===== config.mk =====
export PLATFORM = sky130hd
export DESIGN_NAME = i2s_capture
export DESIGN_NICKNAME = d
export VERILOG_FILES = /design/src/rtl/i2s_capture_pkg.sv /design/src/rtl/i2s_capture_fifo.sv /design/src/rtl/i2s_capture.sv
export SDC_FILE = /design/constraint.sdc
export NUM_CORES = 1
export LEC_CHECK = 0
export ABC_AREA = 1
export CORE_AREA = 2 2 171 173
export DETAILED_ROUTE_END_ITERATION = 10
export DIE_AREA = 0 0 173 175
export PLACE_DENSITY = 0.58
export REMOVE_ABC_BUFFERS = 1
export SLEW_MARGIN = 20
export SYNTH_ARGS = -nofsm -noshare
export SYNTH_HDL_FRONTEND = slang
export SYNTH_SLANG_ARGS = --single-unit

===== constraint.sdc =====
create_clock -name CLK -period 5.1 [get_ports CLK]
set_input_delay 1.02 -clock CLK [delete_from_list [all_inputs] [get_ports CLK]]
set_output_delay 1.02 -clock CLK [all_outputs]
set_load 0.01 [all_outputs]

===== src/rtl/i2s_capture_pkg.sv =====
// Shared audio constants: sample and stereo word widths, capture FSM encoding.
package i2s_capture_pkg;

    localparam int AUDIO_SAMPLE_W = 16;
    localparam int AUDIO_STEREO_W = 32;

    localparam logic [1:0] CAP_IDLE  = 2'd0;
    localparam logic [1:0] CAP_LEFT  = 2'd1;
    localparam logic [1:0] CAP_RIGHT = 2'd2;

endpackage


===== src/rtl/i2s_capture_fifo.sv =====
// Generic first-word-fall-through synchronous FIFO with an extra pointer bit for full/empty.
module audio_sync_fifo
    import i2s_capture_pkg::*;
#(
    parameter int WIDTH = AUDIO_STEREO_W,
    parameter int DEPTH = 8
) (
    input  logic                     CLK,
    input  logic                     Reset,
    input  logic                     flush,
    input  logic                     push,
    input  logic                     pop,
    input  logic [WIDTH-1:0]         wdata,
    output logic [WIDTH-1:0]         rdata,
    output logic [$clog2(DEPTH):0]   level,
    output logic                     full,
    output logic                     empty
);

    localparam int AW = $clog2(DEPTH);

    logic [AW:0]      wptr_q, rptr_q;
    logic [WIDTH-1:0] mem_q [DEPTH];
    logic             do_push, do_pop;

    assign empty   = (wptr_q == rptr_q);
    assign full    = (wptr_q[AW] != rptr_q[AW]) && (wptr_q[AW-1:0] == rptr_q[AW-1:0]);
    assign do_pop  = pop && !empty;
    // A full FIFO still accepts a push when the head leaves in the same cycle.
    assign do_push = push && (!full || do_pop);
    assign level   = wptr_q - rptr_q;
    assign rdata   = empty ? '0 : mem_q[rptr_q[AW-1:0]];

    always_ff @(posedge CLK or negedge Reset) begin
        if (!Reset) begin
            wptr_q <= '0;
            rptr_q <= '0;
        end else if (flush) begin
            wptr_q <= '0;
            rptr_q <= '0;
        end else begin
            if (do_push) wptr_q <= wptr_q + (AW+1)'(1);
            if (do_pop)  rptr_q <= rptr_q + (AW+1)'(1);
        end
    end

    // NOTE: storage has no reset; empty gating on rdata keeps unwritten entries invisible.
    always_ff @(posedge CLK) begin
        if (do_push && !flush) mem_q[wptr_q[AW-1:0]] <= wdata;
    end

endmodule


===== src/rtl/i2s_capture.sv =====
// I2S slave receiver: synchronises BCLK/WS/DATA into CLK, deserialises L/R slots, buffers stereo words.
module i2s_capture
    import i2s_capture_pkg::*;
#(
    parameter int SAMPLE_WIDTH = AUDIO_SAMPLE_W,
    parameter int FIFO_DEPTH   = 8,
    parameter int SYNC_STAGES  = 2
) (
    input  logic                          CLK,
    input  logic                          Reset,
    input  logic                          Enable,
    input  logic                          I2S_CLK,
    input  logic                          I2S_WS,
    input  logic                          I2S_DATA,
    output logic [2*SAMPLE_WIDTH-1:0]     SampleData,
    output logic                          SampleValid,
    input  logic                          SampleReady,
    output logic [$clog2(FIFO_DEPTH):0]   FifoLevel,
    output logic                          Overflow,
    output logic                          FrameError,
    input  logic                          ClearFlags
);

    localparam int                CNT_W    = $clog2(SAMPLE_WIDTH) + 1;
    localparam logic [CNT_W-1:0]  LAST_BIT = CNT_W'(SAMPLE_WIDTH - 1);
    localparam logic [CNT_W-1:0]  SLOT_LEN = CNT_W'(SAMPLE_WIDTH);

    logic [SYNC_STAGES-1:0]  bclk_sync_q, ws_sync_q, data_sync_q;
    logic                    bclk_q, bclk_rise, ws_s, data_s, ws_changed;
    logic                    ws_prev_q;
    logic [1:0]              state_q, state_d;
    logic [CNT_W-1:0]        bitcnt_q, bitcnt_d;
    logic [SAMPLE_WIDTH-1:0] sh_l_q, sh_l_d, sh_r_q, sh_r_d;
    logic                    push, frame_err_evt, ovf_evt;
    logic                    fifo_full, fifo_empty;
    logic                    overflow_q, frame_error_q;

    assign bclk_rise  = bclk_sync_q[SYNC_STAGES-1] && !bclk_q;
    assign ws_s       = ws_sync_q[SYNC_STAGES-1];
    assign data_s     = data_sync_q[SYNC_STAGES-1];
    assign ws_changed = ws_s ^ ws_prev_q;

    always_ff @(posedge CLK or negedge Reset) begin
        if (!Reset) begin
            bclk_sync_q <= '0;
            ws_sync_q   <= '0;
            data_sync_q <= '0;
            bclk_q      <= 1'b0;
            ws_prev_q   <= 1'b0;
        end else begin
            bclk_sync_q <= {bclk_sync_q[SYNC_STAGES-2:0], I2S_CLK};
            ws_sync_q   <= {ws_sync_q[SYNC_STAGES-2:0], I2S_WS};
            data_sync_q <= {data_sync_q[SYNC_STAGES-2:0], I2S_DATA};
            bclk_q      <= bclk_sync_q[SYNC_STAGES-1];
            if (bclk_rise) ws_prev_q <= ws_s;
        end
    end

    // NOTE: every comb output gets a default first so no path leaves a latch behind.
    always_comb begin
        state_d       = state_q;
        bitcnt_d      = bitcnt_q;
        sh_l_d        = sh_l_q;
        sh_r_d        = sh_r_q;
        push          = 1'b0;
        frame_err_evt = 1'b0;
        if (!Enable) begin
            state_d  = CAP_IDLE;
            bitcnt_d = '0;
            sh_l_d   = '0;
            sh_r_d   = '0;
        end else if (bclk_rise) begin
            case (state_q)
                CAP_IDLE: begin
                    if (ws_prev_q && !ws_s) begin
                        state_d  = CAP_LEFT;
                        bitcnt_d = '0;
                    end
                end
                CAP_LEFT, CAP_RIGHT: begin
                    if (ws_changed && bitcnt_q < LAST_BIT) begin
                        frame_err_evt = 1'b1;
                        state_d       = CAP_IDLE;
                        bitcnt_d      = '0;
                        sh_l_d        = '0;
                        sh_r_d        = '0;
                    end else begin
                        // bitcnt saturates at SLOT_LEN; further bits in the slot are padding.
                        if (bitcnt_q < SLOT_LEN) begin
                            if (state_q == CAP_LEFT) sh_l_d = {sh_l_q[SAMPLE_WIDTH-2:0], data_s};
                            else                     sh_r_d = {sh_r_q[SAMPLE_WIDTH-2:0], data_s};
                            bitcnt_d = bitcnt_q + CNT_W'(1);
                            push     = (state_q == CAP_RIGHT) && (bitcnt_q == LAST_BIT);
                        end
                        if (ws_changed) begin
                            state_d  = (state_q == CAP_LEFT) ? CAP_RIGHT : CAP_LEFT;
                            bitcnt_d = '0;
                        end
                    end
                end
                default: state_d = CAP_IDLE;
            endcase
        end
    end

    always_ff @(posedge CLK or negedge Reset) begin
        if (!Reset) begin
            state_q  <= CAP_IDLE;
            bitcnt_q <= '0;
            sh_l_q   <= '0;
            sh_r_q   <= '0;
        end else begin
            state_q  <= state_d;
            bitcnt_q <= bitcnt_d;
            sh_l_q   <= sh_l_d;
            sh_r_q   <= sh_r_d;
        end
    end

    // A full FIFO with no pop this cycle drops the frame.
    assign ovf_evt = push && fifo_full && !SampleReady;

    always_ff @(posedge CLK or negedge Reset) begin
        if (!Reset) begin
            overflow_q    <= 1'b0;
            frame_error_q <= 1'b0;
        end else begin
            overflow_q    <= ovf_evt       || (overflow_q    && !ClearFlags);
            frame_error_q <= frame_err_evt || (frame_error_q && !ClearFlags);
        end
    end

    audio_sync_fifo #(
        .WIDTH (2*SAMPLE_WIDTH),
        .DEPTH (FIFO_DEPTH)
    ) u_fifo (
        .CLK   (CLK),
        .Reset (Reset),
        .flush (!Enable),
        .push  (push),
        .pop   (SampleReady),
        .wdata ({sh_l_q, sh_r_q[SAMPLE_WIDTH-2:0], data_s}),
        .rdata (SampleData),
        .level (FifoLevel),
        .full  (fifo_full),
        .empty (fifo_empty)
    );

    assign SampleValid = !fifo_empty;
    assign Overflow    = overflow_q;
    assign FrameError  = frame_error_q;

endmodule


==> results <==
-- critical path, stage by stage (launching register included) --
cell and delay, ns:
dfrtp_4 0.71, clkinv_2 0.58, buf_4 0.46, o21ai_0 0.33, o211ai_1 0.13, nand2_1 0.10, nor2_1 0.04, clkdlybuf4s50_1 0.47
-- logic make-up (layout without fill, tap and decap cells) --
family                     Yosys count  after routing  share of synthesized area (%)
DFF                                312            312                           71.7
adders and majority gates           13             13                           1.34
AOI/OAI and AO/OA                  208            208                           9.33
buffers and inverters               94            167                           3.35
and+or+nand+nor                    452            452                           14.1
xor gates and xnor gates             3              3                          0.207
-- cell usage after synthesis, drive strengths merged --
cell / n / share of area (%)
edfxtp: 256 / 61
nor2: 254 / 7.5
nand2: 149 / 4.6
o21ai: 137 / 5.4
dfrtp: 56 / 11
nand3: 42 / 1.7
o22ai: 35 / 1.7
clkbuf: 33 / 0.98
inv: 33 / 0.98
o211ai: 32 / 1.9
buf: 28 / 1.4
ha: 12 / 1.2
nand4: 4 / 0.20
a21oi: 2 / 0.079
nor3: 2 / 0.079
xor2: 2 / 0.14
a22oi: 1 / 0.059
fa: 1 / 0.16
nand3b: 1 / 0.059
o31ai: 1 / 0.17
xnor2: 1 / 0.069
-- path summary, 6_finish.rpt --
path / from / slack, ns / cells past startpoint / to
min in group asynchronous: Reset / 0.47 / 1 / u_fifo.rptr_q[0]
setup / recovery: u_fifo.rptr_q[0] / 0.69 / 7 / SampleData[9]
hold reg to reg: data_sync_q[0] / 0.35 / 0 / data_sync_q[1]
hold / removal: data_sync_q[0] / 0.35 / 0 / data_sync_q[1]
max in group asynchronous: Reset / 3.70 / 2 / u_fifo.rptr_q[2]
setup reg to reg: u_fifo.rptr_q[0] / 2.06 / 9 / u_fifo.mem_q[6][22]
-- per-stage QoR --
step | setup WS [ns] | setup TNS, ns | std cells | util [%] | instance area, sq um
4_1_cts | 0.706 | 0 | 1539 | 51.9 | 14700
6_report | 0.692 | 0 | 1539 | 51.9 | 14700
5_1_grt | 0.537 | 0 | 1539 | 51.9 | 14700
3_3_place_gp | 1.28 | 0 | 1475 | 47.9 | 13600
3_5_place_dp | 1.26 | 0 | 1475 | 47.9 | 13600
2_1_floorplan | -0.628 | -19.48 | 1021 | - | 12400
-- flip-flops by register name, indices dropped and copies added, names as in the netlist --
signal	flops
bclk_q	1
data_sync_q	2
u_fifo.mem_q	256
sh_l_q	16
u_fifo.rptr_q	4
bitcnt_q	5
u_fifo.wptr_q	4
FrameError	1
state_q	2
ws_prev_q	1
Overflow	1
bclk_sync_q	2
sh_r_q	15
ws_sync_q	2
-- final cells by class --
cell class	count	area (sq um)
clock buffer	52	1060
clock inverter	12	81.3
fill	2509	13700
inverter	33	125
multi-input combinational	676	3230
sequential	312	9090
tap	384	480
timing repair buffer	70	661
-- power by group through the flow --
stage               combinational, mW  sequential, mW  clock, mW
global placement                0.652            2.84          0
CTS                             0.660            2.79       2.50
global route                    0.729            2.79       2.60
finish                          0.650            2.79       2.45
detailed placement              0.657            2.84          0
floorplan                       0.354            2.86          0
-- metal layers --
metal / track usage, % / share of wire (%) / vias to the layer above
li1: - / - / 3894
met1: 26.4 / 46 / 3981
met2: 31.5 / 47 / 207
met3: 2.83 / 4.9 / 37
met4: 4.94 / 1.7 / 0
met5: 0 / 0 / -
==> run summary <==
status - completed
first-pass GRT wire length - 45,100 microns
area of the core - 28,400 sq um
setup violators final - 0
Layout area overhead - 16.2%
#FFs+latches synth - 312
Inserted Clock Buffers - 35
P_sw - 1.45 mW
mean routed wirelength per cell - 18.4 microns
Initial Util - 44.7%
Comb pwr share - 11.0%
largest net degree at the start of global routing - 100
Hold Buf Count CTS - 0
I/O pins - 47
initial antenna violation count - 0
dpl hpwl - 14,900 microns
fin crit share - 86.4%
skew final - 0.0152 ns
clock share of power - 41.6%
mean post-synth cell area - 11.7 sq um
Pins Over Slew Limit - 0
port bufs - 46
CTS max path bufs - 3
time the worst path needs with I/O delays and setup - 4.41 ns
worst vdd ir - 0.000264 V
CP Class - reg2out
vias in the first global route - 8,070
final WL - 28,300 microns
CTS tree - built
worst hold margin - 0.346 ns
Rows - 62
RSZ-0062 raised after global routing - false
share of cells above drive strength 1 - 8.66%
Die Y - 175 microns
Worst slew margin - 28.0%
routed via count - 8,119
Pre-antenna DRT Iters - 7
commonest non-fill, non-tap cells in the layout - edfxtp_1 (256), nor2_1 (244), nand2_1 (145)
Die X - 173 microns
commonest non-fill, non-tap cell in the layout - edfxtp_1
Cell variety after synth - 28
grt ovf - 0
leak pwr - 5.41 nW
Ys Warns - 0
Post-Syn Instances - 1,082
Final Hold Viols - 0
GRT Total Usage - 19.0%
die area - 30,300 sq um
Flop pwr share - 47.3%
Fmax - 227 MHz
CP Max Fanout - 41
Worst-Margin Slew - 1.08 ns
max_cap viols - 0
Via density - 5.28
Hold Path Class - reg2reg
nets - 1,149
Routed Antenna Nets - 0
share of the yosys chip area belonging to registers - 71.7%
Req. time, crit path - 4.08 ns
number of diodes - 0
CTS clk-pin slew, worst paths - 0.06 ns
PostCTS Resize Cnt - 0
H-tree depth - 2
DRT iter0 DRCs - 712
Final Power - 5.89 mW
remaining routing DRC violations - 0
clk_lat worst skew - 0.51 ns
CP endpoint kind - output port
postcts setup bufs - 0
clock sink total - 312
Mapped Area - 12,700 sq um
Switching Share - 24.7%
CTS root buf - clkbuf_16
GPL Wtd Cong - 0.770
Pwr Density - 400 nW/um^2
Setup crit start kind - flip-flop
CP arrival - 3.39 ns
Int Power - 4.44 mW
No activity file was read; power rests on OpenSTA's default activity.
